$ cat src/rtl/control_unit.sv
// ---------------------------------------------------------------------------
// control_unit
//
// Multi-cycle sequencer for the 18-bit CPU datapath. A five-state FSM
// (FETCH, DECODE, EXEC, MEM, WB, plus an optional HALT) decodes the opcode
// in instruction[17:14] and drives the datapath strobes. Data-memory
// accesses wait in MEM for memReady, with a bounded timeout that sets a
// sticky memError.
//
// Optional feature macro: CONTROL_UNIT_HALT_EN
//   defined   -> opcode 1111 enters HALT until reset
//   undefined -> opcode 1111 behaves as a NOP, HALT is unreachable
//
// Parameters:
//   MEM_TIMEOUT   max cycles spent in MEM waiting for memReady (1..255)
//
// Ports:
//   clock              in   rising-edge clock
//   resetControlUnit   in   synchronous active-low reset
//   instruction[17:0]  in   instruction register contents
//   zeroFlag           in   ALU compare: SRC1 == SRC2
//   negFlag            in   ALU compare: SRC1 <  SRC2 (signed)
//   memReady           in   data memory finished current load/store
//   instRead, pcRead   out  fetch strobes
//   pcIncrement        out  PC <= PC+1
//   pcLoad             out  PC <= jump/branch target
//   immSignal, registerWrite, memLoad, memStore,
//   compare, branch, jumpSig   out  datapath controls
//   aluControl[1:0]    out  00 AND, 01 ADD, 10 OR, 11 XOR
//   memError           out  sticky MEM timeout flag
//   state[2:0]         out  FSM state (debug)
// ---------------------------------------------------------------------------
module control_unit #(
  parameter int MEM_TIMEOUT = 15
) (
  input  logic        clock,
  input  logic        resetControlUnit,
  input  logic [17:0] instruction,
  input  logic        zeroFlag,
  input  logic        negFlag,
  input  logic        memReady,
  output logic        instRead,
  output logic        pcRead,
  output logic        pcIncrement,
  output logic        pcLoad,
  output logic        immSignal,
  output logic        registerWrite,
  output logic        memLoad,
  output logic        memStore,
  output logic        compare,
  output logic        branch,
  output logic        jumpSig,
  output logic [1:0]  aluControl,
  output logic        memError,
  output logic [2:0]  state
);

  typedef enum logic [2:0] {
    S_FETCH  = 3'd0,
    S_DECODE = 3'd1,
    S_EXEC   = 3'd2,
    S_MEM    = 3'd3,
    S_WB     = 3'd4,
    S_HALT   = 3'd5
  } state_t;

  localparam logic [3:0] OP_LD   = 4'b1000;
  localparam logic [3:0] OP_ST   = 4'b1001;
  localparam logic [3:0] OP_JUMP = 4'b1010;
  localparam logic [3:0] OP_BEQ  = 4'b1011;
  localparam logic [3:0] OP_BLT  = 4'b1100;
`ifdef CONTROL_UNIT_HALT_EN
  localparam logic [3:0] OP_HALT = 4'b1111;
`endif

  localparam logic [7:0] TIMEOUT = 8'(MEM_TIMEOUT);

  state_t     state_q, state_d;
  logic [3:0] op_q, op_d;
  logic [7:0] wait_q, wait_d;
  logic       mem_error_q, mem_error_d;

  // Only the opcode field matters to sequencing; operand bits go to the
  // datapath directly.
  logic unused_operand_bits;
  assign unused_operand_bits = ^instruction[13:0];

  // Next-state, opcode latch, wait counter and sticky error.
  always_comb begin
    state_d     = state_q;
    op_d        = op_q;
    wait_d      = wait_q;
    mem_error_d = mem_error_q;

    case (state_q)
      S_FETCH: state_d = S_DECODE;

      S_DECODE: begin
        // Later states use this copy so the instruction register may change.
        op_d    = instruction[17:14];
        state_d = S_EXEC;
      end

      S_EXEC: begin
        if (!op_q[3]) begin
          state_d = S_WB;
        end else begin
          case (op_q)
            OP_LD, OP_ST: begin
              // Counter holds the number of MEM cycles including the current
              // one, so the first MEM cycle sees 1.
              state_d = S_MEM;
              wait_d  = 8'd1;
            end
`ifdef CONTROL_UNIT_HALT_EN
            OP_HALT: state_d = S_HALT;
`endif
            default: state_d = S_FETCH;
          endcase
        end
      end

      S_MEM: begin
        // memReady on the timeout cycle still counts as a normal completion.
        if (memReady) begin
          state_d = (op_q == OP_LD) ? S_WB : S_FETCH;
        end else if (wait_q == TIMEOUT) begin
          state_d     = S_FETCH;
          mem_error_d = 1'b1;
        end else begin
          wait_d = wait_q + 8'd1;
        end
      end

      S_WB:    state_d = S_FETCH;
      S_HALT:  state_d = S_HALT;
      default: state_d = S_FETCH;
    endcase
  end

  always_ff @(posedge clock) begin
    if (!resetControlUnit) begin
      state_q     <= S_FETCH;
      op_q        <= 4'd0;
      wait_q      <= 8'd0;
      mem_error_q <= 1'b0;
    end else begin
      state_q     <= state_d;
      op_q        <= op_d;
      wait_q      <= wait_d;
      mem_error_q <= mem_error_d;
    end
  end

  // Moore decode from registered state and latched opcode; only pcLoad in
  // EXEC looks at the live compare flags.
  always_comb begin
    instRead      = 1'b0;
    pcRead        = 1'b0;
    pcIncrement   = 1'b0;
    pcLoad        = 1'b0;
    immSignal     = 1'b0;
    registerWrite = 1'b0;
    memLoad       = 1'b0;
    memStore      = 1'b0;
    compare       = 1'b0;
    branch        = 1'b0;
    jumpSig       = 1'b0;
    aluControl    = 2'b00;

    case (state_q)
      S_FETCH: begin
        instRead    = 1'b1;
        pcRead      = 1'b1;
        pcIncrement = 1'b1;
      end

      S_EXEC: begin
        if (!op_q[3]) begin
          // ALU opcodes: bits [2:1] select the operation, bit 0 the immediate.
          aluControl = op_q[2:1];
          immSignal  = op_q[0];
        end else begin
          case (op_q)
            OP_LD, OP_ST: aluControl = 2'b01;
            OP_JUMP: begin
              jumpSig = 1'b1;
              pcLoad  = 1'b1;
            end
            OP_BEQ: begin
              compare    = 1'b1;
              branch     = 1'b1;
              aluControl = 2'b01;
              pcLoad     = zeroFlag;
            end
            OP_BLT: begin
              compare    = 1'b1;
              branch     = 1'b1;
              aluControl = 2'b01;
              pcLoad     = negFlag;
            end
            default: ;
          endcase
        end
      end

      S_MEM: begin
        memLoad  = (op_q == OP_LD);
        memStore = (op_q == OP_ST);
      end

      S_WB: begin
        registerWrite = 1'b1;
        // Keeps the register-file write mux on memory data for loads.
        memLoad       = (op_q == OP_LD);
      end

      default: ;
    endcase
  end

  assign memError = mem_error_q;
  assign state    = state_q;

endmodule
$ cat config.mk
export PLATFORM = sky130hd
export DESIGN_NAME = control_unit
export DESIGN_NICKNAME = d
export VERILOG_FILES = /design/src/rtl/control_unit.sv
export SDC_FILE = /design/constraint.sdc
export NUM_CORES = 1
export LEC_CHECK = 0
export BUFFER_PORTS_ARGS = -buffer_cell sky130_fd_sc_hd__buf_2
export CAP_MARGIN = 20
export CORE_MARGIN = 2
export CORE_UTILIZATION = 38
export CTS_CLUSTER_SIZE = 28
export DETAILED_ROUTE_END_ITERATION = 16
export SLEW_MARGIN = 20
export SYNTH_ARGS = -nofsm -noshare
export SYNTH_HDL_FRONTEND = slang
export SYNTH_SLANG_ARGS = --single-unit
$ cat constraint.sdc
create_clock -name clock -period 3.35 [get_ports clock]
set_clock_uncertainty 0.05 [all_clocks]
set_input_delay 0.67 -clock clock [delete_from_list [all_inputs] [get_ports clock]]
set_output_delay 0.67 -clock clock [all_outputs]
set_load 0.005 [all_outputs]
# Yosys cells after proc, flatten, opt, wreduce, memory -nomap -nowiden
# Cells that the tools add are included.
# word_totals
register_bits	16
output_inout_bits	17
elab_cells	59
# op_classes
add_sub_neg	1
eq_ne	16
mux	29
bitwise_logic	1
n_reduce_logical	8
# ops
cell	count
$mux W8	4
$eq A4 B4 Y1 const B	5
$pmux W8 S2	1
$mux W1	15
$pmux W3 S5	1
$mux W3	4
$add A8 B1 Y8 const B	1
$eq A8 B4 Y1 const B	1
$ne A2 B2 Y1 const B	4
$eq A3 B2 Y1 const B	2
$eq A3 B3 Y1 const B	2
$mux W2	3
$reduce_or A2 Y1	3
$reduce_and A5 Y1	1
$reduce_or A4 Y1	1
$eq A3 B1 Y1 const B	1
$logic_not A3 Y1	1
$ne A3 B3 Y1 const B	1
$pmux W1 S3	1
$reduce_and A3 Y1	1
$reduce_bool A2 Y1	1
$not A1 Y1	1

# Depth between registers and ports, before layout
# Gate-level depths: netlist of run 1.
# depth
word_depth	5
depth_mapped	5
mapped_depth_nobuf	4

# Worst setup path after synthesis of run 1
# No wires, ideal clock.
# synth_path
path_kind	reg2out
startpoint	reg state_q[2], in the netlist state[2]
endpoint	out memLoad
arrival_time_ns	1.211
slack_ns	1.419
stages_incl_launch_ff	5
n_path_buf	1
cell_sequence	dfxtp_1 > clkbuf_1 > nor3b_1 > nor2_1 > nor3_1
# synth_via
elab_chain_len	3
elab_cells_between_ends	4
# synth_rtl
element	line	rtl
start, declared	78	state_t state_q, state_d;
start signal, assigned	148	state_q <= state_d;
$eq A3 B2 Y1 / $eq A3 B3 Y1 (equally long branches)	171	case (state_q)
$reduce_or A2 Y1 (no line) (*)	n/a	
$mux W1 (*)	n/a	
end, declared	48	output logic memLoad,
# Mark *: on every way between the ends. The rest lies on a longest branch, timed or not.

# Final worst setup path of run 1
# layout_path
startpoint	reg state_q[1], in the netlist state[1]
endpoint	out aluControl[0]
# layout_via
elab_chain_len	2
# layout_rtl
element	line	rtl
$eq A3 B2 Y1	171	
$mux W2	171	
end, declared	53	output logic [1:0] aluControl,
# Every way passes these cells.

==> results of run 1 <==
## logic make-up after synthesis
logic type      count (synthesis)  synth area share
compound gates                 31            0.2002
fa+ha+maj                       1           0.01171
mux                             9           0.08431
buf+inv                        17           0.07143
flops                          16            0.2998
simple gates                   54            0.3326
## routing by layer
| metal | track usage | part of all wire |
|---|---|---|
| met1 | 0.2101 | 0.51 |
| met2 | 0.2545 | 0.44 |
| met3 | 0.05215 | 0.045 |
| met4 | 0.02658 | 0.0079 |
| met5 | 0 | 0 |
## per-stage QoR
stage / area, um^2 / cells / setup slack, ns / util
5_1_grt: 1197 / 175 / 0.8402 / 0.4418
4_1_cts: 1197 / 175 / 0.9241 / 0.4418
6_report: 1197 / 175 / 0.9271 / 0.4418
2_1_floorplan: 1069 / 128 / 1.419 / -
3_5_place_dp: 1175 / 172 / 1.265 / 0.4335
3_3_place_gp: 1175 / 172 / 1.268 / 0.4335
## critical path: stages, from the launching register on
cell and delay [ns]:
dfxtp_1 0.55, or3b_1 0.57, nor2_1 0.17, buf_2 0.13
## placed cells by master, fill, tap and decap left out, types with 2 or more instances in the layout
cell type  instances
o211ai_1           5
nand3_1            3
buf_2             25
o31ai_1            2
inv_1              5
or4_1              3
nor2_1             6
and2_1             5
nand2_1            6
clkbuf_4           3
o21ai_0            5
nor3b_1            2
a211oi_1           2
mux2i_1            9
nor3_1             4
a21oi_1            8
dfxtp_1           16
nand3b_1           2
nor2b_1           10
## registers in the layout (all words and copies together) (netlist names)
signal / cells
memError: 1
wait_q: 8
op_q: 4
state: 3
## power by group
part	internal (mW)	switching (mW)	leakage [nW]
logic	0.0626	0.0629	0.293
clock network	0.0417	0.0625	0.0138
registers	0.204	0.0336	0.130
## worst paths after layout
kind,from,end,slack [ns],depth (start not counted)
setup / recovery,state[1]$_SDFFE_PN0P_,aluControl[0],0.93,3
hold / removal,memError$_SDFFE_PN0P_,memError$_SDFFE_PN0P_,0.45,2
setup reg to reg,state[2]$_SDFFE_PN0P_,state[0]$_SDFFE_PN0P_,1.55,3
hold reg to reg,memError$_SDFFE_PN0P_,memError$_SDFFE_PN0P_,0.45,2
## area by class of cell
type	count	area, um^2	share of cell area
Clock buffer	3	22.52	0.01881
Inverter	5	18.77	0.01567
Tap cell	31	38.79	0.03239
Multi-Input combinational cell	95	671.9	0.5611
Timing Repair Buffer	25	125.1	0.1045
Sequential cell	16	320.3	0.2675
==> flow_summary.ini, run 1 <==
[sta]
setup_viol = 0
period_share = 0.7233
maxSlewViolCount = 0
hold_violations = 0
slew_headroom = 0.6592
setup_tns_ns = 0
fmaxAchievable_mhz = 412.7
worst_slew_pin_slew_ns = 0.5090
rsz0062_at_grt = no
period_needed_ns = 2.423
fin_hold_ws_ns = 0.4454

[global_routing]
grt_usage = 0.1579
overflow = 0
grt_pass1_vias = 943
grt_max_degree = 19
grt_pass1_wl_mm = 4.160
antenna_found_initial = 0

[floorplan]
die-area_um2 = 3252
rows = 19
die_y_um = 57.03
pin_count = 40
core_um2 = 2710
fp.dieW_um = 57.03
initial_core_util = 0.3943

[critical_path]
cp.arrival_ns = 1.70
cp_max_fo = 12
crit_required_ns = 2.63
start_kind = flop
cp-end-kind = primary output
critPathKind = reg -> out

[yosys]
yosysSeqAreaShare = 0.2998
yosysTopAreaCell = dfxtp_1
postSynthAreaPerCell_um2 = 8.348
yosysMostFrequentCell = dfxtp_1
ys_ff_latch = 16
ys.flop_type = dfxtp_1
syn-num-nets = 152
synth_top_cells_by_area = dfxtp_1 30%, mux2i_1 8.4%, nor2b_1 5.9%, a21oi_1 3.7%, o211ai_1 3.5%
synthesis.area_um2 = 1069
synth_commonest_cells = 16 x dfxtp_1, 10 x nor2b_1, 9 x mux2i_1
synth-edff-count = 0
synthDistinctLibCells = 44
yosys.area.top_type_share = 0.2998
synth_warnings = 0
syn-instance-count = 128
async_reset_ff_frac = 0

[clock_tree]
cts_max_level = 1
clock-sinks = 16
hold_buffers = 0
clock_latency_ns = 0.28
cts-root-buf = clkbuf_4
tritoncts.num_buffers = 3
clk_pin_slew_ns = 0.10
cts_tree = built
post_cts_resized = 0
cts_setup_buffers = 0
clockBufferDepth = 2

[power]
max-vdd-ir-drop_v = 0.0002058
powerDensity_nw_per_um2 = 390.3
p_leak_nw = 0.4371
total_power_mw = 0.4673

[route]
drtAntennaViolNets = 0
first_pass_iters = 4
vias_per_cell = 5.509
drt_iter0_drc = 18
vias = 964
drc_errors = 0
wl_per_cell_um = 13.67
detail_route.wirelength_mm = 2.393

[flow_run]
cap_violations = 0

[cells_and_area]
fill_cells = 277
drive_gt1_frac = 0.2292
fin_nets = 170
diodes = 0
area_growth_pct = 12.06

[placement]
dpl.hpwl_mm = 1.719
place_congestion = 0.7806
io_buffers = 25

[outcome]
outcome = completed

[worst_hold_path]
holdCritPathClass = reg -> reg
Power figures use the tool's default switching activity.
==> run 2, diff against run 1 <==
==> constraint.sdc (replaced) <==
create_clock -name clock -period 2.35 [get_ports clock]
set_clock_uncertainty 0.05 [all_clocks]
set_input_delay 0.47 -clock clock [delete_from_list [all_inputs] [get_ports clock]]
set_output_delay 0.47 -clock clock [all_outputs]
set_load 0.005 [all_outputs]
==> flow_summary.ini, run 2 (same netlist as run 1, synthesis figures left out) <==
[outcome]
outcome = completed

[critical_path]
timing.rr.end = wait_q[0]$_SDFFE_PN0P_
crit_required_ns = 1.83
cp.arrival_ns = 1.54
ff2ff_path_depth = 3
r2r_slack_ns = 0.53
start_kind = flop
regToRegStartpoint = state[1]$_SDFFE_PN0P_
critPathKind = reg -> out
cp-end-kind = primary output
cp_max_fo = 12

[sta]
maxSlewViolCount = 0
slew_headroom = 0.6699
setup_tns_ns = 0
setup_viol = 0
period_needed_ns = 2.055
worst_slew_pin_slew_ns = 0.4929
period_share = 0.8746
rsz0062_at_grt = no
fin_ws_ns = 0.2946
fmaxAchievable_mhz = 486.5
hold_violations = 0

[clock_tree]
clockBufferDepth = 2
cts_tree = built
hold_buffers = 0
cts-root-buf = clkbuf_4
tritoncts.num_buffers = 3
clk_pin_slew_ns = 0.09
clock_latency_ns = 0.28
clock-sinks = 16
cts_max_level = 1
cts_setup_buffers = 0
post_cts_resized = 0

[worst_hold_path]
worstHoldStart = instruction[15]
min_path_cells = 3
holdPathEnd = op_q[1]$_SDFFE_PN0P_
holdCritPathClass = in -> reg

[global_routing]
grt_usage = 0.1649
antenna_found_initial = 0
grt_pass1_vias = 973
overflow = 0
grt_pass1_wl_mm = 4.298
grt_max_degree = 19

[cells_and_area]
drive_gt1_frac = 0.2345
area_growth_pct = 12.76
fin_nets = 171
layout.cells.non_filler = 176
final_util = 0.4446
regMostFlops = wait_q
layout_common_cells = 25 x buf_2, 16 x dfxtp_1, 10 x nor2b_1
final_common_cell = buf_2
largest_register_ffs = 8
diodes = 0

[route]
drtAntennaViolNets = 0
first_pass_iters = 4
vias = 991
drc_errors = 0
vias_per_cell = 5.631
wl_per_cell_um = 13.52
drt_iter0_drc = 17
detail_route.wirelength_mm = 2.379

[floorplan]
initial_core_util = 0.3943
die_y_um = 57.03
rows = 19
pin_count = 40
die-area_um2 = 3252
fp.dieW_um = 57.03
core_um2 = 2710

[power]
powerDensity_nw_per_um2 = 549.7
max-vdd-ir-drop_v = 0.0003052
p_leak_nw = 0.4413
total_power_mw = 0.6623

[flow_run]
cap_violations = 0

[placement]
dp_slack_ns = 0.4658
place_congestion = 0.7832
io_buffers = 25
dpl.hpwl_mm = 1.712
dp.cells = 173
==> run 2: cell types whose count changed in the layout (fill, tap and decap cells not counted) <==
| cell | delta |
|---|---|
| buf_4 | +1 |
==> run 2: how the worst max path moves through the flow <==
| stage | from | end | slack (ns) | cells past startpoint |
|---|---|---|---|---|
| floorplan | state[2]$_SDFFE_PN0P_ | memLoad | 0.62 | 4 |
| global placement | memReady | wait_q[6]$_SDFFE_PN0P_ | 0.51 | 4 |
| detailed placement | memReady | wait_q[0]$_SDFFE_PN0P_ | 0.47 | 4 |
| CTS | op_q[3]$_SDFFE_PN0P_ | memLoad | 0.27 | 3 |
| global route | state[1]$_SDFFE_PN0P_ | aluControl[1] | 0.06 | 3 |
| finish | state[1]$_SDFFE_PN0P_ | immSignal | 0.29 | 3 |
==> run 2: power by group <==
group          internal [mW]  switching, mW
sequential             0.291         0.0470
clock                 0.0595         0.0845
combinational         0.0923         0.0882
==> run 2: layer usage <==
layer | vias up | share of wire | track usage
met5 | - | 0 | 0
met4 | 0 | 0.0067 | 0.04319
met3 | 2 | 0.060 | 0.06349
met2 | 23 | 0.47 | 0.2693
met1 | 463 | 0.46 | 0.2045
li1 | 503 | - | -
==> run 2: per-stage QoR <==
stage               hold WS [ns]  area [um^2]
floorplan                 0.4324         1069
finish                    0.3915         1205
global route              0.3937         1205
CTS                       0.3888         1205
global placement          0.4150         1182
detailed placement        0.4271         1182
==> run 2: critical path, cell delays in order (launching register included) <==
cell and delay [ns]:
dfxtp_1 0.55, nor4b_1 0.41, and2_1 0.19, buf_2 0.11
==> run 2: layout make-up <==
cell class	instances	area (um^2)
Clock buffer	3	22.52
Fill cell	285	1505
Inverter	5	18.77
Multi-Input combinational cell	95	671.9
Sequential cell	16	320.3
Tap cell	31	38.79
Timing Repair Buffer	26	132.6
==> run 3, diff against run 2 <==
--- a/config.mk
+++ b/config.mk
@@ -8,9 +8,10 @@
 export BUFFER_PORTS_ARGS = -buffer_cell sky130_fd_sc_hd__buf_2
 export CAP_MARGIN = 20
 export CORE_MARGIN = 2
-export CORE_UTILIZATION = 38
+export CORE_UTILIZATION = 48
 export CTS_CLUSTER_SIZE = 28
 export DETAILED_ROUTE_END_ITERATION = 16
+export PLACE_DENSITY = 0.78
 export SLEW_MARGIN = 20
 export SYNTH_ARGS = -nofsm -noshare
 export SYNTH_HDL_FRONTEND = slang
==> flow_summary.ini, run 3 (same netlist as run 1, synthesis figures left out) <==
[critical_path]
cp_slowest_cell = dfxtp_1
crit_buf_inv = 1
critPathKind = reg -> out
path_delay_family = simple AND/OR/NAND/NOR gates
crit_required_ns = 1.83
cp.arrival_ns = 1.60
cp-end-kind = primary output
cp_max_fo = 12
path_cells = nor4b_1, and2_1, buf_2
start_kind = flop
critical-path-max-stage-delay_ns = 0.55

[sta]
period_needed_ns = 2.123
fmaxAchievable_mhz = 470.9
maxSlewViolCount = 0
worst_slew_pin_slew_ns = 0.4859
slew_headroom = 0.6715
hold_violations = 0
period_share = 0.9036
rsz0062_at_grt = no
fin_hold_ws_ns = 0.4027
setup_tns_ns = 0
setup_viol = 0

[global_routing]
grt_pass1_wl_mm = 4.119
overflow = 0
grt_usage = 0.2069
antenna_found_initial = 0
grt_max_degree = 19
grt_pass1_vias = 940

[clock_tree]
clk_pin_slew_ns = 0.09
tritoncts.num_buffers = 3
cts_tree = built
clockBufferDepth = 2
post_cts_resized = 0
hold_buffers = 0
clock_latency_ns = 0.28
clock-sinks = 16
cts-root-buf = clkbuf_4
cts_max_level = 1
cts_setup_buffers = 0

[power]
p_clk_frac = 0.208
power_frac_comb = 0.278
intPower_mw = 0.4424
p_seq_frac = 0.514
total_power_mw = 0.6586
powerDensity_nw_per_um2 = 548.3
p_leak_nw = 0.4413
switchingPower_mw = 0.2162
max-vdd-ir-drop_v = 0.0004597
power.share.switching = 0.3282

[cells_and_area]
area_growth_pct = 12.41
largest_register_ffs = 8
regMostFlops = wait_q
final_util = 0.5591
fin_nets = 171
diodes = 0
post-route-cell-area_um2 = 1201
layout_common_cells = 25 x buf_2, 16 x dfxtp_1, 10 x nor2b_1
fill_cells = 220
final_common_cell = buf_2
drive_gt1_frac = 0.2345

[placement]
io_buffers = 25
dpl.hpwl_mm = 1.745
place_congestion = 0.7884
dpl_cell_area_um2 = 1179

[route]
vias = 1009
top_layer = met4
first_pass_iters = 4
drtAntennaViolNets = 0
wl_per_cell_um = 13.78
drc_errors = 0
drt-met1-wl_mm = 1.120
detail_route.wirelength_mm = 2.384
vias_per_cell = 5.832
wl_met3_um = 68
met2_length_mm = 1.177
drt_iter0_drc = 12

[outcome]
outcome = completed

[floorplan]
fp.dieW_um = 51.18
die-area_um2 = 2619
pin_count = 40
core_um2 = 2148
die_y_um = 51.18
rows = 17
initial_core_util = 0.4974

[worst_hold_path]
holdCritPathClass = in -> reg

[flow_run]
cap_violations = 0
[run 3: cell counts in the layout (fill, tap and decap cells not counted)]
Identical to the previous run, type by type.
[run 3: per-layer routing]
metal,global-route usage,vias to the layer above
met2,0.3636,17
li1,-,505
met4,0.09459,0
met3,0.02632,2
met5,0,-
met1,0.2482,485
[run 3: layout make-up]
cell class	instances	area (um^2)	share of cell area
inverters	5	18.77	0.01563
multi-input cells	95	671.9	0.5594
clock buffers	3	22.52	0.01875
well taps	28	35.03	0.02917
repair buffers	26	132.6	0.1104
flip-flops and latches	16	320.3	0.2667
[run 3: worst paths after layout]
| path | cells past startpoint | endpoint | start | slack [ns] |
|---|---|---|---|---|
| setup reg to reg | 3 | wait_q[6]$_SDFFE_PN0P_ | state[1]$_SDFFE_PN0P_ | 0.53 |
| hold / removal | 3 | op_q[0]$_SDFFE_PN0P_ | instruction[14] | 0.40 |
| setup / recovery | 3 | immSignal | state[1]$_SDFFE_PN0P_ | 0.23 |
| hold reg to reg | 2 | memError$_SDFFE_PN0P_ | memError$_SDFFE_PN0P_ | 0.45 |
[run 3: through the flow]
stage,setup WS [ns],instances
floorplan,0.6192,128
detailed placement,0.4778,170
CTS,0.2335,173
finish,0.2265,173
global placement,0.5565,170
global route,0.08148,173
[run 3: power by group through the flow]
stage | clock network [mW] | logic, mW | registers [mW]
after floorplan | 0 | 0.164 | 0.315
after global placement | 0 | 0.176 | 0.342
after detailed placement | 0 | 0.184 | 0.343
after CTS | 0.144 | 0.184 | 0.337
after global routing | 0.156 | 0.204 | 0.344
final | 0.137 | 0.183 | 0.339
[run 3: worst min-delay path, delay by kind of cell]
family | cells | cell delay, ns
mux | 1 | 0.06
buf+inv | 1 | 0.08
simple gates | 1 | 0.09
